--- src/rtl/ctrl_pkg.sv ---
// ---------------------------------------------------------------------------
// ctrl_pkg
// Shared types and encodings for the multicycle ARM-subset control unit:
//   - state_t          : controller FSM states
//   - ALU_*            : alu_ctrl encodings
//   - SRCB_*           : alu_src_b encodings
//   - RES_*            : result_src encodings
//   - IMM_*            : imm_src encodings
//   - OP_* / DP_*      : instruction class and data-processing opcodes
//   - CC_*             : condition field codes
// Helpers: dp_legal() and dp_alu_ctrl() map a data-processing opcode.
// ---------------------------------------------------------------------------
package ctrl_pkg;

  typedef enum logic [3:0] {
    S_IDLE    = 4'd0,
    S_FETCH   = 4'd1,
    S_DECODE  = 4'd2,
    S_EXEC_DP = 4'd3,
    S_ALUWB   = 4'd4,
    S_MEMADR  = 4'd5,
    S_MEMWR   = 4'd6,
    S_MEMRD   = 4'd7,
    S_MEMWB   = 4'd8,
    S_BRANCH  = 4'd9
  } state_t;

  // ALU operation
  localparam logic [1:0] ALU_ADD = 2'b00;
  localparam logic [1:0] ALU_SUB = 2'b01;
  localparam logic [1:0] ALU_AND = 2'b10;
  localparam logic [1:0] ALU_ORR = 2'b11;

  // ALU B operand
  localparam logic [1:0] SRCB_RD2  = 2'b00;
  localparam logic [1:0] SRCB_IMM  = 2'b01;
  localparam logic [1:0] SRCB_FOUR = 2'b10;

  // Register-file write data / PC source
  localparam logic [1:0] RES_ALUOUT = 2'b00;
  localparam logic [1:0] RES_MEM    = 2'b01;
  localparam logic [1:0] RES_ALU    = 2'b10;

  // Immediate extender format
  localparam logic [1:0] IMM_8  = 2'b00;
  localparam logic [1:0] IMM_12 = 2'b01;
  localparam logic [1:0] IMM_24 = 2'b10;

  // Instruction class (instr[27:26])
  localparam logic [1:0] OP_DP  = 2'b00;
  localparam logic [1:0] OP_MEM = 2'b01;
  localparam logic [1:0] OP_BR  = 2'b10;

  // Supported data-processing opcodes
  localparam logic [3:0] DP_AND = 4'b0000;
  localparam logic [3:0] DP_SUB = 4'b0010;
  localparam logic [3:0] DP_ADD = 4'b0100;
  localparam logic [3:0] DP_CMP = 4'b1010;
  localparam logic [3:0] DP_ORR = 4'b1100;

  // Register number of the PC
  localparam logic [3:0] REG_PC = 4'd15;

  // Condition codes
  localparam logic [3:0] CC_EQ = 4'b0000;
  localparam logic [3:0] CC_NE = 4'b0001;
  localparam logic [3:0] CC_CS = 4'b0010;
  localparam logic [3:0] CC_CC = 4'b0011;
  localparam logic [3:0] CC_MI = 4'b0100;
  localparam logic [3:0] CC_PL = 4'b0101;
  localparam logic [3:0] CC_GE = 4'b1010;
  localparam logic [3:0] CC_LT = 4'b1011;
  localparam logic [3:0] CC_GT = 4'b1100;
  localparam logic [3:0] CC_LE = 4'b1101;
  localparam logic [3:0] CC_AL = 4'b1110;

  function automatic logic dp_legal(input logic [3:0] opc);
    return (opc == DP_AND) || (opc == DP_SUB) || (opc == DP_ADD) ||
           (opc == DP_CMP) || (opc == DP_ORR);
  endfunction

  // CMP is a subtract whose result is discarded.
  function automatic logic [1:0] dp_alu_ctrl(input logic [3:0] opc);
    logic [1:0] ctl;
    case (opc)
      DP_ADD:  ctl = ALU_ADD;
      DP_SUB:  ctl = ALU_SUB;
      DP_CMP:  ctl = ALU_SUB;
      DP_AND:  ctl = ALU_AND;
      DP_ORR:  ctl = ALU_ORR;
      default: ctl = ALU_ADD;
    endcase
    return ctl;
  endfunction

endpackage

--- src/rtl/cond_check.sv ---
// ---------------------------------------------------------------------------
// cond_check
// Pure combinational condition evaluation for predicated instructions.
// Ports:
//   i_cond    [3:0]  condition field of the instruction
//   i_flags   [3:0]  current NZCV flags (N=3, Z=2, C=1, V=0)
//   o_cond_ex        1 when the instruction must execute
// Codes outside the supported set never execute.
// ---------------------------------------------------------------------------
module cond_check
  import ctrl_pkg::*;
(
  input  logic [3:0] i_cond,
  input  logic [3:0] i_flags,
  output logic       o_cond_ex
);

  logic w_n, w_z, w_c, w_v;
  logic w_ge;

  assign w_n  = i_flags[3];
  assign w_z  = i_flags[2];
  assign w_c  = i_flags[1];
  assign w_v  = i_flags[0];
  assign w_ge = (w_n == w_v);

  always_comb begin
    o_cond_ex = 1'b0;
    case (i_cond)
      CC_EQ:   o_cond_ex = w_z;
      CC_NE:   o_cond_ex = !w_z;
      CC_CS:   o_cond_ex = w_c;
      CC_CC:   o_cond_ex = !w_c;
      CC_MI:   o_cond_ex = w_n;
      CC_PL:   o_cond_ex = !w_n;
      CC_GE:   o_cond_ex = w_ge;
      CC_LT:   o_cond_ex = !w_ge;
      CC_GT:   o_cond_ex = !w_z && w_ge;
      CC_LE:   o_cond_ex = w_z || !w_ge;
      CC_AL:   o_cond_ex = 1'b1;
      default: o_cond_ex = 1'b0;
    endcase
  end

endmodule

--- src/rtl/multicycle_ctrl.sv ---
// ---------------------------------------------------------------------------
// multicycle_ctrl
// Control unit for the multicycle ARM-subset processor. Sequences the shared
// datapath through fetch/decode/execute/memory/writeback, owns the NZCV
// register and suppresses all commits of instructions whose condition fails.
// Ports:
//   clk, rst            clock (rising edge), asynchronous active-high reset
//   start               run request, sampled in IDLE and at end of instruction
//   cond, op, imm_i,
//   opcode, s_bit,
//   l_bit, rd           decoded instruction fields (stable from DECODE on)
//   alu_flags           NZCV produced by the ALU this cycle
//   pc_we, ir_we,
//   mem_we, reg_we      write enables
//   adr_src, alu_src_a,
//   alu_src_b, alu_ctrl,
//   result_src, imm_src datapath selects
//   flags               current NZCV register
//   busy                high outside IDLE
//   illegal             one-cycle pulse in DECODE for unsupported encodings
// ---------------------------------------------------------------------------
module multicycle_ctrl
  import ctrl_pkg::*;
#(
  parameter logic [3:0] FLAGS_RST = 4'b0000
) (
  input  logic       clk,
  input  logic       rst,
  input  logic       start,
  input  logic [3:0] cond,
  input  logic [1:0] op,
  input  logic       imm_i,
  input  logic [3:0] opcode,
  input  logic       s_bit,
  input  logic       l_bit,
  input  logic [3:0] rd,
  input  logic [3:0] alu_flags,
  output logic       pc_we,
  output logic       ir_we,
  output logic       adr_src,
  output logic       mem_we,
  output logic       reg_we,
  output logic       alu_src_a,
  output logic [1:0] alu_src_b,
  output logic [1:0] alu_ctrl,
  output logic [1:0] result_src,
  output logic [1:0] imm_src,
  output logic [3:0] flags,
  output logic       busy,
  output logic       illegal
);

  state_t     r_state;
  state_t     w_state_next;
  state_t     w_end_next;
  logic [3:0] r_flags;
  logic [3:0] r_flags_pend;
  logic       w_cond_ex;
  logic       w_is_cmp;
  logic       w_rd_pc;
  logic       w_illegal_dec;
  logic       w_flag_upd;

  cond_check u_cond_check (
    .i_cond    (cond),
    .i_flags   (r_flags),
    .o_cond_ex (w_cond_ex)
  );

  assign w_is_cmp      = (opcode == DP_CMP);
  assign w_rd_pc       = (rd == REG_PC);
  assign w_illegal_dec = (op == 2'b11) || ((op == OP_DP) && !dp_legal(opcode));
  // cond_ex is evaluated against the flags held before this instruction,
  // since the commit happens on the same edge that leaves ALUWB.
  assign w_flag_upd    = (s_bit || w_is_cmp) && w_cond_ex;
  assign w_end_next    = start ? S_FETCH : S_IDLE;
  assign flags         = r_flags;

  // State register
  always_ff @(posedge clk or posedge rst) begin
    if (rst) begin
      r_state <= S_IDLE;
    end else begin
      r_state <= w_state_next;
    end
  end

  // Flags: ALU result flags are latched at the end of EXEC_DP so the ALU is
  // free during ALUWB, then committed only from ALUWB.
  always_ff @(posedge clk or posedge rst) begin
    if (rst) begin
      r_flags      <= FLAGS_RST;
      r_flags_pend <= 4'b0000;
    end else begin
      if (r_state == S_EXEC_DP) begin
        r_flags_pend <= alu_flags;
      end
      if ((r_state == S_ALUWB) && w_flag_upd) begin
        r_flags <= r_flags_pend;
      end
    end
  end

  // Next-state logic
  always_comb begin
    w_state_next = r_state;
    case (r_state)
      S_IDLE:    w_state_next = start ? S_FETCH : S_IDLE;
      S_FETCH:   w_state_next = S_DECODE;
      S_DECODE: begin
        if (w_illegal_dec) begin
          w_state_next = S_FETCH;
        end else begin
          case (op)
            OP_DP:   w_state_next = S_EXEC_DP;
            OP_MEM:  w_state_next = S_MEMADR;
            OP_BR:   w_state_next = S_BRANCH;
            default: w_state_next = S_FETCH;
          endcase
        end
      end
      S_EXEC_DP: w_state_next = S_ALUWB;
      S_ALUWB:   w_state_next = w_end_next;
      S_MEMADR:  w_state_next = l_bit ? S_MEMRD : S_MEMWR;
      S_MEMWR:   w_state_next = w_end_next;
      S_MEMRD:   w_state_next = S_MEMWB;
      S_MEMWB:   w_state_next = w_end_next;
      S_BRANCH:  w_state_next = w_end_next;
      default:   w_state_next = S_IDLE;
    endcase
  end

  // Output decode
  always_comb begin
    pc_we      = 1'b0;
    ir_we      = 1'b0;
    adr_src    = 1'b0;
    mem_we     = 1'b0;
    reg_we     = 1'b0;
    alu_src_a  = 1'b0;
    alu_src_b  = SRCB_RD2;
    alu_ctrl   = ALU_ADD;
    result_src = RES_ALUOUT;
    imm_src    = IMM_8;
    busy       = (r_state != S_IDLE);
    illegal    = 1'b0;
    case (r_state)
      S_FETCH: begin
        ir_we      = 1'b1;
        pc_we      = 1'b1;
        alu_src_b  = SRCB_FOUR;
        result_src = RES_ALU;
      end
      S_DECODE: begin
        // PC already advanced by 4, so PC+4 here gives the R15 read value PC+8.
        alu_src_b  = SRCB_FOUR;
        illegal    = w_illegal_dec;
      end
      S_EXEC_DP: begin
        alu_src_a  = 1'b1;
        alu_src_b  = imm_i ? SRCB_IMM : SRCB_RD2;
        imm_src    = IMM_8;
        alu_ctrl   = dp_alu_ctrl(opcode);
      end
      S_ALUWB: begin
        result_src = RES_ALUOUT;
        reg_we     = w_cond_ex && !w_is_cmp && !w_rd_pc;
        pc_we      = w_cond_ex && !w_is_cmp && w_rd_pc;
      end
      S_MEMADR: begin
        alu_src_a  = 1'b1;
        alu_src_b  = SRCB_IMM;
        imm_src    = IMM_12;
      end
      S_MEMWR: begin
        adr_src    = 1'b1;
        mem_we     = w_cond_ex;
      end
      S_MEMRD: begin
        adr_src    = 1'b1;
      end
      S_MEMWB: begin
        adr_src    = 1'b1;
        result_src = RES_MEM;
        reg_we     = w_cond_ex && !w_rd_pc;
        pc_we      = w_cond_ex && w_rd_pc;
      end
      S_BRANCH: begin
        alu_src_b  = SRCB_IMM;
        imm_src    = IMM_24;
        result_src = RES_ALU;
        pc_we      = w_cond_ex;
      end
      default: ;
    endcase
  end

endmodule

--- config.mk ---
export PLATFORM = sky130hd
export DESIGN_NAME = multicycle_ctrl
export DESIGN_NICKNAME = d
export VERILOG_FILES = /design/src/rtl/ctrl_pkg.sv /design/src/rtl/cond_check.sv /design/src/rtl/multicycle_ctrl.sv
export SDC_FILE = /design/constraint.sdc
export NUM_CORES = 1
export LEC_CHECK = 0
export CAP_MARGIN = 20
export CORE_MARGIN = 5
export CORE_UTILIZATION = 43
export CTS_CLUSTER_SIZE = 30
export DETAILED_ROUTE_END_ITERATION = 10
export PLACE_DENSITY = 0.84
export SLEW_MARGIN = 20
export SYNTH_ARGS = -nofsm -noshare
export SYNTH_HDL_FRONTEND = slang
export SYNTH_HIERARCHICAL = 1
export SYNTH_SLANG_ARGS = --single-unit
export TNS_END_PERCENT = 5
--- constraint.sdc ---
create_clock -name clk -period 4.2 [get_ports clk]
set_input_delay 0.84 -clock clk [delete_from_list [all_inputs] [get_ports clk]]
set_output_delay 0.84 -clock clk [all_outputs]
set_load 0.005 [all_outputs]
==> results.sh <==
export IMPL_finalCritPeriodShare=0.967
export IMPL_postSynthCellCount=112
export IMPL_postCtsHoldBufs=0
export IMPL_post_route_cells_drive_above_1_share=0.0654
export IMPL_timing_critical_path_max_delay_family="buffers and inverters"
export IMPL_fin_crit_ns=4.06
export IMPL_crit_slowest_cell="sky130_fd_sc_hd__clkdlybuf4s50_1"
export IMPL_yosys_warnings=6
export IMPL_fin_nets=179
export IMPL_fmax_mhz=246
export IMPL_power_density_nw_per_um2=496
export IMPL_track_usage=0.152
export IMPL_grt_start_max_net_pins=14
export IMPL_clock_tree_from_tritoncts="built"
export IMPL_clock_tree_htree_level_count=1
export IMPL_clk_pin_slew_ns=0.06
export IMPL_maxCapViolations=0
export IMPL_holdWs_ns=0.478
export IMPL_max_vdd_ir_drop_mv=0.298
export IMPL_global_route_wire_length_before_repair_um=3930
export IMPL_synthAdderAreaFrac=0
export IMPL_synthesis_nets=136
export IMPL_core_sq_um=1980
export IMPL_drc=0
export IMPL_die_width_um=56.1
export IMPL_dr_pass1_iters=4
export IMPL_detailroute_via_count=941
export IMPL_path_class="input pin to output pin"
export IMPL_cts_setup_buffers=0
export IMPL_site_rows=16
export IMPL_post_synth_main_area_contributors="sky130_fd_sc_hd__dfrtp_1 33%, sky130_fd_sc_hd__nand2_1 8.6%, sky130_fd_sc_hd__mux2_2 4.9%"
export IMPL_max_clock_path_buffers=2
export IMPL_dr_first_iter_drc_count=13
export IMPL_clock_latency_reported_for_the_late_side_of_the_worst_skew_pair_ns=0.27
export IMPL_dr_max_layer_used="met4"
export IMPL_synth_compound_area_share=0.133
export IMPL_yosys_top_cells_count="21 x sky130_fd_sc_hd__nand2_1, 12 x sky130_fd_sc_hd__dfrtp_1, 9 x sky130_fd_sc_hd__nor2_1"
export IMPL_final_max_slew_violation_count=0
export IMPL_yosys_area_share_simple=0.355
export IMPL_detail_route_wl_per_cell_um=12.6
export IMPL_wl_met2_um=1110
export IMPL_synth_xor_xnor_area_share=0.0768
export IMPL_postCtsResizedCells=0
export IMPL_place_congestion=0.792
export IMPL_synth_edff_count=0
export IMPL_count_of_pins_on_the_block_boundary=44
export IMPL_drt_total_wl_um=2260
export IMPL_largest_area_contributor_in_the_synthesized_netlist="sky130_fd_sc_hd__dfrtp_1"
export IMPL_number_of_buffer_cells_added_on_primary_ports=43
export IMPL_finalSetupViolCount=0
export IMPL_route_detailed_vias_per_inst=5.23
export IMPL_total_met3_wirelength_after_detailed_routing_um=164
export IMPL_cts_root_buf="sky130_fd_sc_hd__clkbuf_4"
export IMPL_design_die_area_sq_um=3140
export IMPL_post_synthesis_average_cell_area_sq_um=8.14
export IMPL_final_cells=180
export IMPL_place_detailed_instances=177
export IMPL_largest_family_of_logic_cells_by_synthesized_area="simple AND/OR/NAND/NOR gates"
export IMPL_antenna_found_initial=0
export IMPL_dieHeight_um=56.1
export IMPL_report_final_hold_viol_count=0
export IMPL_critPathMaxFanout=6
export IMPL_final_critical_path_setup_slack_ns=0.140
export IMPL_detailedPlacementHpwl_um=1820
export IMPL_setup_worst_path_end_class="output pin"
export IMPL_unrepaired_setup_endpoints_after_global_routing="no"
export IMPL_timing_slew_headroom=0.710
export IMPL_power_total_mw=0.681
export IMPL_slowest_delay_ns=0.59
export IMPL_synthMostInstantiatedCell="sky130_fd_sc_hd__nand2_1"
export IMPL_ys_seq_elements=12
export IMPL_cts_buffers=3
export IMPL_critical_path_source_type="input pin"
export IMPL_m1WireLength_um=953
export IMPL_initial_core_util=0.460
export IMPL_place_area_sq_um=1350
export IMPL_cp_cell_sequence="clkdlybuf4s50_1, or4b_1, o21ai_0, a221o_1, a211o_1, nand2_1, o31ai_1, clkdlybuf4s50_1"
export IMPL_post_synthesis_instance_area_sq_um=912
export IMPL_synth_top_cell_area_share=0.329
export IMPL_path_common_cell="sky130_fd_sc_hd__clkdlybuf4s50_1"
export IMPL_worstMarginPinSlew_ns=0.434
export IMPL_ant_nets=0
export IMPL_synth_async_sr_flop_share=1.00
export IMPL_yosysSeqAreaShare=0.329
export IMPL_grt_overflow_total=0
export IMPL_grt_pass1_vias=915
export IMPL_dominantRegCellSynth="sky130_fd_sc_hd__dfrtp_1"
export IMPL_synth_area_mux_share=0.0617
export IMPL_finalClockSkew_ns=0.00310
export IMPL_cts_sinks=12
export IMPL_hold_class="flip-flop to flip-flop"
export IMPL_total_negative_slack_for_setup_checks_ns=0
export IMPL_crit_buf_inv=2
export IMPL_final_core_utilization=0.693
export IMPL_placement_setup_worst_slack_ns=0.121
export IMPL_critPathRequiredTime_ns=3.36
export IMPL_yosys_cell_types_count=34
export IMPL_power_leakage_nw=0.567
export IMPL_finalInstanceArea_sq_um=1370
export IMPL_diodes=0
export IMPL_arrival_ns=3.22
export IMPL_synthToLayoutAreaGrowth_pct=50.6
export IMPL_run_status="complete, no violations"
export IMPL_worst_r2r_setup_slack_ns=2.19
[area by class of cell]
class	instances	area, sq um
Fill cell	149	608
Multi-Input combinational cell	91	572
Timing Repair Buffer	43	430
Sequential cell	12	300
Tap cell	27	33.8
Clock buffer	3	22.5
Inverter	4	15.0
[flip-flops by register name (all words and copies together), names as in the netlist]
register      cells
r_flags_pend      4
r_state           4
flags             4
[routing by layer]
| layer | GRT usage | up-vias |
|---|---|---|
| li1 | - | 475 |
| met1 | 0.177 | 423 |
| met2 | 0.255 | 38 |
| met3 | 0.0487 | 5 |
| met4 | 0.0610 | 0 |
| met5 | 0 | - |
[worst paths after layout]
check | end | cells past startpoint | from
max | pc_we | 8 | cond[0]
min | r_flags_pend[1]$_DFFE_PP0P_ | 2 | r_flags_pend[1]$_DFFE_PP0P_
max reg2reg | flags[0]$_DFFE_PP0P_ | 6 | flags[1]$_DFFE_PP0P_
min reg2reg | r_flags_pend[1]$_DFFE_PP0P_ | 2 | r_flags_pend[1]$_DFFE_PP0P_
max in group asynchronous | r_flags_pend[0]$_DFFE_PP0P_ | 2 | rst
min in group asynchronous | r_flags_pend[2]$_DFFE_PP0P_ | 2 | rst
[worst min-delay path, cell delays in order (launching register included)]
cell                      delay (ns)
sky130_fd_sc_hd__dfrtp_1        0.34
sky130_fd_sc_hd__nand2_1        0.05
sky130_fd_sc_hd__nand2_1        0.05
[power by group]
part	total [mW]	leakage, nW	switching (mW)	internal (mW)
clock network	0.0686	0.0138	0.0354	0.0332
logic	0.375	0.400	0.152	0.222
registers	0.238	0.154	0.0750	0.163
total	0.681	0.567	0.263	0.418
[cells by family (layout without fill, tap and decap cells)]
kind of cell	after synthesis	count (layout)
muxes	5	5
AOI/OAI and AO/OA	18	18
xor gates and xnor gates	8	8
buffers and inverters	9	50
DFF	12	12
and+or+nand+nor	60	60
[layout by cell type (no fill, tap or decap)]
cell,netlist,routed
sky130_fd_sc_hd__nand2b_1,5,5
sky130_fd_sc_hd__mux2_2,4,4
sky130_fd_sc_hd__nand2_1,21,21
sky130_fd_sc_hd__o21ai_0,4,4
sky130_fd_sc_hd__nor3b_1,3,3
sky130_fd_sc_hd__xnor2_1,4,4
sky130_fd_sc_hd__a211o_1,1,1
sky130_fd_sc_hd__nand3_1,3,3
sky130_fd_sc_hd__nand4_1,1,1
sky130_fd_sc_hd__nor4_1,1,1
sky130_fd_sc_hd__nor3_1,7,7
sky130_fd_sc_hd__o32ai_1,1,1
sky130_fd_sc_hd__o31ai_1,1,1
sky130_fd_sc_hd__a31oi_1,2,2
sky130_fd_sc_hd__a221o_1,1,1
sky130_fd_sc_hd__nor2_1,9,9
sky130_fd_sc_hd__xor2_1,4,4
sky130_fd_sc_hd__nor3b_4,1,1
sky130_fd_sc_hd__or4b_1,1,1
sky130_fd_sc_hd__clkbuf_4,0,3
sky130_fd_sc_hd__o2111ai_2,1,1
sky130_fd_sc_hd__nor4b_1,2,2
sky130_fd_sc_hd__nor2b_1,2,2
sky130_fd_sc_hd__nand3b_1,1,1
sky130_fd_sc_hd__dfrtp_1,12,12
sky130_fd_sc_hd__and3_1,1,1
sky130_fd_sc_hd__o22ai_1,1,1
sky130_fd_sc_hd__inv_1,4,4
sky130_fd_sc_hd__o21a_1,1,1
sky130_fd_sc_hd__nand2b_4,1,1
sky130_fd_sc_hd__clkdlybuf4s50_1,0,43
sky130_fd_sc_hd__mux2_1,1,1
sky130_fd_sc_hd__a21oi_1,5,5
sky130_fd_sc_hd__or3b_1,1,1
(Power assumes the default switching activity.)
